[src/rtl/convolution_core_if.sv]
// +----------------------------------------------------------------------------+
// | Module   : convolution_core_if                                             |
// | Purpose  : Memory-side bus of the convolution datapath. Bundles the X and  |
// |            Y read ports (synchronous read, 1-cycle latency) and the Z      |
// |            write port.                                                     |
// | Modports : master - convolution core (drives addresses / write strobe)     |
// |            slave  - memory side (returns read data)                        |
// | Signals  : x_addr/x_data, y_addr/y_data, z_addr/z_data/z_we                |
// | Revision : 1.0 - initial release                                           |
// +----------------------------------------------------------------------------+
`default_nettype none

interface convolution_core_if #(
  parameter int DATAWIDTH = 32,
  parameter int ADDRW_X   = 5,
  parameter int ADDRW_Y   = 5,
  parameter int ADDRW_Z   = 6
);
  logic [ADDRW_X-1:0]   x_addr;
  logic [DATAWIDTH-1:0] x_data;
  logic [ADDRW_Y-1:0]   y_addr;
  logic [DATAWIDTH-1:0] y_data;
  logic [ADDRW_Z-1:0]   z_addr;
  logic [DATAWIDTH-1:0] z_data;
  logic                 z_we;

  modport master (
    output x_addr, y_addr, z_addr, z_data, z_we,
    input  x_data, y_data
  );

  modport slave (
    input  x_addr, y_addr, z_addr, z_data, z_we,
    output x_data, y_data
  );
endinterface

`default_nettype wire

[src/rtl/convolution_core.sv]
// +----------------------------------------------------------------------------+
// | Module   : convolution_core                                                |
// | Purpose  : Full linear convolution z[n] = sum x[k]*y[n-k] of two unsigned  |
// |            sequences read from the X/Y memories, written to Z memory.      |
// | Ports    : clk, rst (sync, active-high), en_s (global hold), start,        |
// |            size_x/size_y (lengths, sampled on accepted start),             |
// |            busy, done (one-cycle pulse), mem (convolution_core_if.master)  |
// | Config   : CONV_SATURATE_EN - saturate each result to all-ones when the    |
// |            accumulator exceeds DATAWIDTH bits (default: truncate).         |
// | Revision : 1.0 - initial release                                           |
// +----------------------------------------------------------------------------+
`default_nettype none

module convolution_core #(
  parameter int DATAWIDTH = 32,
  parameter int ADDRW_X   = 5,
  parameter int ADDRW_Y   = 5,
  parameter int ADDRW_Z   = 6
) (
  input  logic               clk,
  input  logic               rst,
  input  logic               en_s,
  input  logic               start,
  input  logic [ADDRW_X:0]   size_x,
  input  logic [ADDRW_Y:0]   size_y,
  output logic               busy,
  output logic               done,
  convolution_core_if.master mem
);

  // Index arithmetic is done in CW bits, wide enough for n, k and Nz.
  localparam int CW = ADDRW_Z + 1;
  localparam int AW = 2 * DATAWIDTH;
  localparam logic [ADDRW_X:0] MAX_X = {1'b1, {ADDRW_X{1'b0}}};
  localparam logic [ADDRW_Y:0] MAX_Y = {1'b1, {ADDRW_Y{1'b0}}};

  typedef enum logic [2:0] {
    S_IDLE  = 3'd0,
    S_INIT  = 3'd1,
    S_READ  = 3'd2,
    S_MAC   = 3'd3,
    S_WRITE = 3'd4,
    S_DONE  = 3'd5
  } state_t;

  state_t               state_q, state_d;
  logic [ADDRW_X:0]     nx_q, nx_d;
  logic [ADDRW_Y:0]     ny_q, ny_d;
  logic [CW-1:0]        n_q, n_d;
  logic [CW-1:0]        k_q, k_d;
  logic [CW-1:0]        kmax_q, kmax_d;
  logic [AW-1:0]        acc_q, acc_d;
  logic [ADDRW_X-1:0]   x_addr_q, x_addr_d;
  logic [ADDRW_Y-1:0]   y_addr_q, y_addr_d;
  logic [ADDRW_Z-1:0]   z_addr_q, z_addr_d;
  logic [DATAWIDTH-1:0] z_data_q, z_data_d;
  logic                 z_we_q, z_we_d;
  logic                 busy_q, busy_d;
  logic                 done_q, done_d;

  logic [CW-1:0]        nx_w, ny_w, nlast_w, kmin_w, kmax_w;
  logic [AW-1:0]        prod_w, acc_sum_w;
  logic [DATAWIDTH-1:0] res_w;

  assign nx_w    = CW'(nx_q);
  assign ny_w    = CW'(ny_q);
  // Last output index Nz-1 = Nx+Ny-2; both lengths are >= 1 once latched.
  assign nlast_w = nx_w + ny_w - CW'(2);
  assign kmin_w  = (n_q >= ny_w - CW'(1)) ? (n_q - (ny_w - CW'(1))) : '0;
  assign kmax_w  = (n_q < nx_w - CW'(1)) ? n_q : (nx_w - CW'(1));

  // Read data arrives in MAC, one cycle after the address was presented in READ.
  assign prod_w    = AW'(mem.x_data) * AW'(mem.y_data);
  assign acc_sum_w = acc_q + prod_w;

`ifdef CONV_SATURATE_EN
  assign res_w = (|acc_sum_w[AW-1:DATAWIDTH]) ? '1 : acc_sum_w[DATAWIDTH-1:0];
`else
  assign res_w = acc_sum_w[DATAWIDTH-1:0];
`endif

  always_comb begin
    state_d  = state_q;
    nx_d     = nx_q;
    ny_d     = ny_q;
    n_d      = n_q;
    k_d      = k_q;
    kmax_d   = kmax_q;
    acc_d    = acc_q;
    x_addr_d = x_addr_q;
    y_addr_d = y_addr_q;
    z_addr_d = z_addr_q;
    z_data_d = z_data_q;
    z_we_d   = 1'b0;
    busy_d   = busy_q;
    done_d   = 1'b0;

    unique case (state_q)
      S_IDLE: begin
        busy_d = 1'b0;
        if (start) begin
          if (size_x == '0 || size_y == '0) begin
            state_d = S_DONE;
            done_d  = 1'b1;
          end else begin
            // Lengths beyond the memory depth are clamped to the depth.
            nx_d    = (size_x > MAX_X) ? MAX_X : size_x;
            ny_d    = (size_y > MAX_Y) ? MAX_Y : size_y;
            n_d     = '0;
            busy_d  = 1'b1;
            state_d = S_INIT;
          end
        end
      end
      S_INIT: begin
        acc_d    = '0;
        k_d      = kmin_w;
        kmax_d   = kmax_w;
        x_addr_d = ADDRW_X'(kmin_w);
        y_addr_d = ADDRW_Y'(n_q - kmin_w);
        state_d  = S_READ;
      end
      S_READ: begin
        state_d = S_MAC;
      end
      S_MAC: begin
        acc_d = acc_sum_w;
        if (k_q == kmax_q) begin
          z_we_d   = 1'b1;
          z_addr_d = ADDRW_Z'(n_q);
          z_data_d = res_w;
          state_d  = S_WRITE;
        end else begin
          k_d      = k_q + CW'(1);
          x_addr_d = ADDRW_X'(k_q + CW'(1));
          y_addr_d = ADDRW_Y'(n_q - k_q - CW'(1));
          state_d  = S_READ;
        end
      end
      S_WRITE: begin
        if (n_q == nlast_w) begin
          done_d  = 1'b1;
          busy_d  = 1'b0;
          state_d = S_DONE;
        end else begin
          n_d     = n_q + CW'(1);
          state_d = S_INIT;
        end
      end
      S_DONE: begin
        busy_d  = 1'b0;
        state_d = S_IDLE;
      end
      default: begin
        busy_d  = 1'b0;
        state_d = S_IDLE;
      end
    endcase
  end

  always_ff @(posedge clk) begin
    if (rst) begin
      state_q  <= S_IDLE;
      nx_q     <= '0;
      ny_q     <= '0;
      n_q      <= '0;
      k_q      <= '0;
      kmax_q   <= '0;
      acc_q    <= '0;
      x_addr_q <= '0;
      y_addr_q <= '0;
      z_addr_q <= '0;
      z_data_q <= '0;
      z_we_q   <= 1'b0;
      busy_q   <= 1'b0;
      done_q   <= 1'b0;
    end else if (en_s) begin
      state_q  <= state_d;
      nx_q     <= nx_d;
      ny_q     <= ny_d;
      n_q      <= n_d;
      k_q      <= k_d;
      kmax_q   <= kmax_d;
      acc_q    <= acc_d;
      x_addr_q <= x_addr_d;
      y_addr_q <= y_addr_d;
      z_addr_q <= z_addr_d;
      z_data_q <= z_data_d;
      z_we_q   <= z_we_d;
      busy_q   <= busy_d;
      done_q   <= done_d;
    end
  end

  assign mem.x_addr = x_addr_q;
  assign mem.y_addr = y_addr_q;
  assign mem.z_addr = z_addr_q;
  assign mem.z_data = z_data_q;
  assign mem.z_we   = z_we_q;
  assign busy       = busy_q;
  assign done       = done_q;

endmodule

`default_nettype wire

[src/flat_wrapper.sv]
// flat-port wrapper written by rule: the top's interface ports become plain ports
module convolution_core_flat 
#(
  parameter int DATAWIDTH = 32,
  parameter int ADDRW_X   = 5,
  parameter int ADDRW_Y   = 5,
  parameter int ADDRW_Z   = 6
)
  (clk, rst, en_s, start, size_x, size_y, busy, done, mem_x_addr, mem_y_addr, mem_z_addr, mem_z_data, mem_z_we, mem_x_data, mem_y_data);
  convolution_core_if #(.DATAWIDTH(DATAWIDTH), .ADDRW_X(ADDRW_X), .ADDRW_Y(ADDRW_Y), .ADDRW_Z(ADDRW_Z)) mem_i ();
  input  logic clk;
  input  logic rst;
  input  logic en_s;
  input  logic start;
  input  logic [ADDRW_X:0] size_x;
  input  logic [ADDRW_Y:0] size_y;
  output logic busy;
  output logic done;
  output wire logic [$bits(mem_i.x_addr)-1:0] mem_x_addr;
  output wire logic [$bits(mem_i.y_addr)-1:0] mem_y_addr;
  output wire logic [$bits(mem_i.z_addr)-1:0] mem_z_addr;
  output wire logic [$bits(mem_i.z_data)-1:0] mem_z_data;
  output wire logic [$bits(mem_i.z_we)-1:0] mem_z_we;
  input wire logic [$bits(mem_i.x_data)-1:0] mem_x_data;
  input wire logic [$bits(mem_i.y_data)-1:0] mem_y_data;
  assign mem_x_addr = mem_i.x_addr;
  assign mem_y_addr = mem_i.y_addr;
  assign mem_z_addr = mem_i.z_addr;
  assign mem_z_data = mem_i.z_data;
  assign mem_z_we = mem_i.z_we;
  assign mem_i.x_data = mem_x_data;
  assign mem_i.y_data = mem_y_data;
  convolution_core #(.DATAWIDTH(DATAWIDTH), .ADDRW_X(ADDRW_X), .ADDRW_Y(ADDRW_Y), .ADDRW_Z(ADDRW_Z)) u_core (.clk(clk), .rst(rst), .en_s(en_s), .start(start), .size_x(size_x), .size_y(size_y), .busy(busy), .done(done), .mem(mem_i));
endmodule
[config.mk]
export PLATFORM = sky130hd
export DESIGN_NAME = convolution_core_flat
export DESIGN_NICKNAME = d
export VERILOG_FILES = /design/src/rtl/convolution_core_if.sv /design/src/rtl/convolution_core.sv /design/src/flat_wrapper.sv
export SDC_FILE = /design/constraint.sdc
export NUM_CORES = 2
export LEC_CHECK = 0
export ABC_AREA = 1
export BUFFER_PORTS_ARGS = -buffer_cell sky130_fd_sc_hd__buf_4
export CAP_MARGIN = 20
export CORE_UTILIZATION = 45
export DETAILED_ROUTE_END_ITERATION = 16
export PLACE_DENSITY = 0.7
export SYNTH_ARGS = -nofsm -noshare
export SYNTH_HDL_FRONTEND = slang
export SYNTH_SLANG_ARGS = --single-unit
export TNS_END_PERCENT = 30
[constraint.sdc]
create_clock -name clk -period 15.12 [get_ports clk]
set_input_delay 0.756 -clock clk [delete_from_list [all_inputs] [get_ports clk]]
set_output_delay 0.756 -clock clk [all_outputs]
set_load 0.005 [all_outputs]
# Word-level counts from Yosys, hierarchy flattened

Index checks and enable logic that the tools add are counted.

Register bits after elaboration: 151
Word-level logic and storage cells: 88
Memories: 0
Input port bits: 80
ROM bits: 0
RAM bits: 0
Bits in latches: 0

Equality and inequality tests: 11
Div/mod/pow operators: 0
Reduce and logical (&&, ||, !) cells: 15
Add/sub/neg operators: 11
Bitwise operators: 2
Multipliers: 1
Mux-type cells: 30
$lt $le $gt $ge: 4
Shift operators: 0

Operators with widths:

| cell                | number |
|---|---|
| $pmux 64 s2         | 1 |
| $add 64x64->64      | 1 |
| $mul 32x32->64      | 1 |
| $mux 7              | 6 |
| $pmux 7 s2          | 2 |
| $pmux 5 s2          | 2 |
| $pmux 3 s5          | 1 |
| $add 7x1->7 const B | 2 |
| $eq 7x7->1          | 2 |
| $sub 6x1->7 const B | 2 |
| $gt 6x6->1 const B  | 2 |
| $logic_not 6->1     | 2 |
| $mux 3              | 4 |
| $mux 6              | 2 |
| $mux 5              | 2 |
| $sub 5x5->5         | 2 |
| $reduce_and 3->1    | 3 |
| $mux 1              | 8 |
| $ne 2x2->1 const B  | 4 |
| $add 6x6->7         | 1 |
| $ge 7x7->1          | 1 |
| $lt 7x7->1          | 1 |
| $sub 7x2->7 const B | 1 |
| $sub 7x7->7         | 1 |
| other kinds (15)    | 20 |

# Depth between registers and ports, before layout

Depth after elaboration: 5
Gate-level depth with buffers: 34
Depth with buffers taken out: 32

# Worst setup path after synthesis

No wires, ideal clock.

Path type: in2reg
Start: input mem_y_data[2]
End: register u_core.z_data_q[30], in the netlist u_core.mem.z_data[30]
Slack: 8.004 ns
Setup time: 0.108 ns
Cell stages on the path: 26
Data arrival time: 7.008 ns
Data required time: 15.012 ns
Cell sequence: clkbuf_1 -> clkbuf_1 -> nand2_1 -> fa_1 -> fa_1 -> inv_1 -> fa_1 -> inv_1 -> fa_1 -> inv_1 -> fa_1 -> inv_1 -> fa_1 -> fa_1 -> fa_1 -> inv_1 -> ha_1 -> nand2_1 -> nor2_1 -> nand4_1 -> nor2_1 -> a2111oi_1 -> nand3b_1 -> nand2_1 -> a21o_1 -> inv_1

Word-level cells in the longest chain between the ends: 2

RTL lines:

| element              | RTL line                | source |
|---|---|---|
| start, declared      | flat_wrapper.sv:25      | `input wire logic [$bits(mem_i.y_data)-1:0] mem_y_data;` |
| $mul 32x32->64       | convolution_core.sv:73  | `assign prod_w = AW'(mem.x_data) * AW'(mem.y_data);` |
| $add 64x64->64       | convolution_core.sv:74  | `assign acc_sum_w = acc_q + prod_w;` |
| end signal, assigned | convolution_core.sv:188 | `z_data_q <= z_data_d;` |
| end, declared        | convolution_core.sv:56  | `logic [DATAWIDTH-1:0] z_data_q, z_data_d;` |

Every way passes these cells.
A chain may end at the register's enable or synchronous reset.

# Worst setup path in the final report

Start: input mem_y_data[0]
End: register u_core.z_data_q[30], in the netlist u_core.mem.z_data[30]

Same word-level chain as after synthesis.

==> impl_metrics.yaml <==
worst_setup_path:
  worst-setup-path-type: "primary input to flip-flop"
  cp-start-kind: "primary input"
  end_kind: "flip-flop"
  worst-endpoint-arrival_ns: 7.48
  worstPathRequired_ns: 15.43
  path_max_fanout: 33
placement:
  dpl.hpwl_um: 49900
  portBuffers: 130
  gp_congestion: 0.9475
  dpl_cell_area_um2: 25210
sta:
  finalCriticalPeriod_ns: 7.168
  slew-limit-headroom: 0.3003
  finalHoldViolCount: 0
  fmax_ghz: 0.1395
  finalSetupViolations: 0
  tns_ns: 0
  slew_violations: 0
  skew_ns: 0.009670
  rsz0062_at_grt: "no"
  tightest_slew_ns: 1.047
  fin_crit_sh: 0.4741
status:
  status: "completed"
layout:
  nets: 3964
  seq_area_um2: 2282
  multiInputGateArea_um2: 17420
  layout-drive-gt1-share: 0.06163
  syn2layout_area_growth_pct: 7.541
  nFillCells: 5252
  fin_area_um2: 25800
  n_antenna_cell: 0
  final_core_util: 0.4900
clock_tree:
  cts-buffers-inserted: 17
  clockRootBuffer: "clkbuf_16"
  cts_tree: "done"
  numClockSinks: 114
  post_cts_buffers: 0
  ctsHoldBuffers: 0
  cts.clk_slew.worst_paths_ns: 0.05
  cts_buffer_depth: 2
  h-tree-depth: 4
  cts_resized: 0
  clk_latency_ns: 0.42
logic_synthesis:
  syn-cell-area_um2: 23990
  synth-compound-area-share: 0.06316
  synth_edf_count: 0
  synth_cells: 3276
  avgSynthCellArea_um2: 7.323
  synth.area.top_cells: "fa_1, inv_1, nand2_1"
  synth_top_area_cell: "fa_1"
  ys_seq_area_frac: 0.09512
  synth-xor-area-share: 0.02357
  syn-num-nets: 3958
  synth_flop_cell: "dfxtp_1"
  yosysWarnings: 0
  synth.most_common_cell: "inv_1"
  synth_top_area_share: 0.3688
  synth_simple_gate_area_share: 0.1869
  synth_top_family_by_area: "adder cells"
  yosys_register_bits: 114
  synthTopCellsByCount: "inv_1, nand2_1, fa_1"
  synth_cell_types: 50
  async_reset_ff_frac: 0
  synth_mux_area_frac: 0
  synth_adder_area_share: 0.4523
route:
  vias: 19460
  topRoutingLayerUsed: "met4"
  wl_per_cell_um: 15.32
  met2WireLength_um: 28790
  avgViaCountPerCell: 4.887
  wl_met1_um: 27000
  wl_met3_um: 4103
  dr.pass1.iters: 6
  finalWirelength_um: 61010
  first_iter_violations: 1266
  drc: 0
  antenna_left: 0
run:
  cap_violations: 0
global_routing:
  grt_pass1_wl_um: 103300
  antenna_found_initial: 0
  gr-total-overflow: 0
  grt_max_degree: 70
  track_usage: 0.2401
  grt_pass1_vias: 19710
floorplanning:
  rows: 84
  die_height_um: 232.9
  initial_core_util: 0.4556
  die_w_um: 232.9
  pin_count: 131
  core_area_um2: 52660
  die_area_um2: 54240
min_path:
  min_path_type: "flip-flop to flip-flop"
metrics by stage:
| step | hold WS (ns) | setup WS, ns | instances |
|---|---|---|---|
| after floorplan | 0.4402 | 8.004 | 3276 |
| after global placement | 0.4567 | 7.669 | 3951 |
| after detailed placement | 0.4586 | 7.611 | 3951 |
| after CTS | 0.4673 | 7.999 | 3982 |
| after global routing | 0.4878 | 7.582 | 3982 |
| final | 0.4633 | 7.952 | 3982 |
cell type report:
class	instances	area share
Clock buffer	22	0.01877
Clock inverter	9	0.004074
Inverter	972	0.1414
Multi-Input combinational cell	2044	0.6752
Sequential cell	114	0.08845
Tap cell	688	0.03336
Timing Repair Buffer	133	0.03870
placed cells by master, fill, tap and decap left out, drive strengths merged, types with 8 or more instances in the layout:
master	n
inv	970
nand2	876
fa	442
ha	160
buf	133
a21oi	129
dfxtp	114
nor2	107
o21ai	82
nand3	73
xor2	41
nand4	23
clkbuf	22
xnor2	21
nor3	15
nand3b	12
o211ai	10
a21o	9
clkinv	8
final timing paths:
path	from	end	slack, ns	depth (start not counted)
worst min register to register	u_core.mem.z_data[5]	u_core.mem.z_data[5]	0.46	2
worst max register to register	u_core.acc_q[21]	u_core.mem.z_data[30]	8.38	24
worst min-delay path	u_core.mem.z_data[5]	u_core.mem.z_data[5]	0.46	2
worst max-delay path	mem_y_data[0]	u_core.mem.z_data[30]	7.95	25
logic make-up after synthesis:
| family | count (synthesis) |
|---|---|
| AOI/OAI and AO/OA | 263 |
| xor gates and xnor gates | 63 |
| buffers and inverters | 1118 |
| DFF | 114 |
| and+or+nand+nor | 1116 |
| adders and majority gates | 602 |
layer usage:
metal  global-route usage  vias up
met1               0.3361     9425
met2               0.3942      584
met3              0.03493       63
met4              0.04820        0
li1                     -     9387
met5                    0        -
critical path: stages:
cell	delay (ns)
buf_4	0.32
nand2_1	0.14
fa_1	0.51
fa_1	0.55
inv_1	0.05
fa_1	0.50
inv_1	0.06
fa_1	0.53
inv_1	0.05
fa_1	0.48
fa_1	0.50
fa_1	0.51
inv_1	0.06
fa_1	0.49
inv_1	0.04
ha_1	0.34
a21oi_1	0.27
o21ai_0	0.14
a21oi_1	0.32
nor2_1	0.08
a2111oi_1	0.36
nand3b_1	0.17
nand2_1	0.10
a21o_1	0.10
inv_1	0.03
flip-flops by register name, indices dropped and copies added, names as in the netlist:
name,flops
u_core.mem.z_data,32
u_core.done,1
u_core.state_q,3
u_core.kmax_q,7
u_core.busy,1
u_core.n_q,7
u_core.acc_q,32
u_core.mem.z_addr,6
u_core.mem.x_addr,4
u_core.ny_q,6
u_core.k_q,3
u_core.mem.z_we,1
u_core.mem.y_addr,5
u_core.nx_q,6
Power is not shown: default switching activity piles up to over one toggle a cycle in this logic, so the estimate is an artifact.
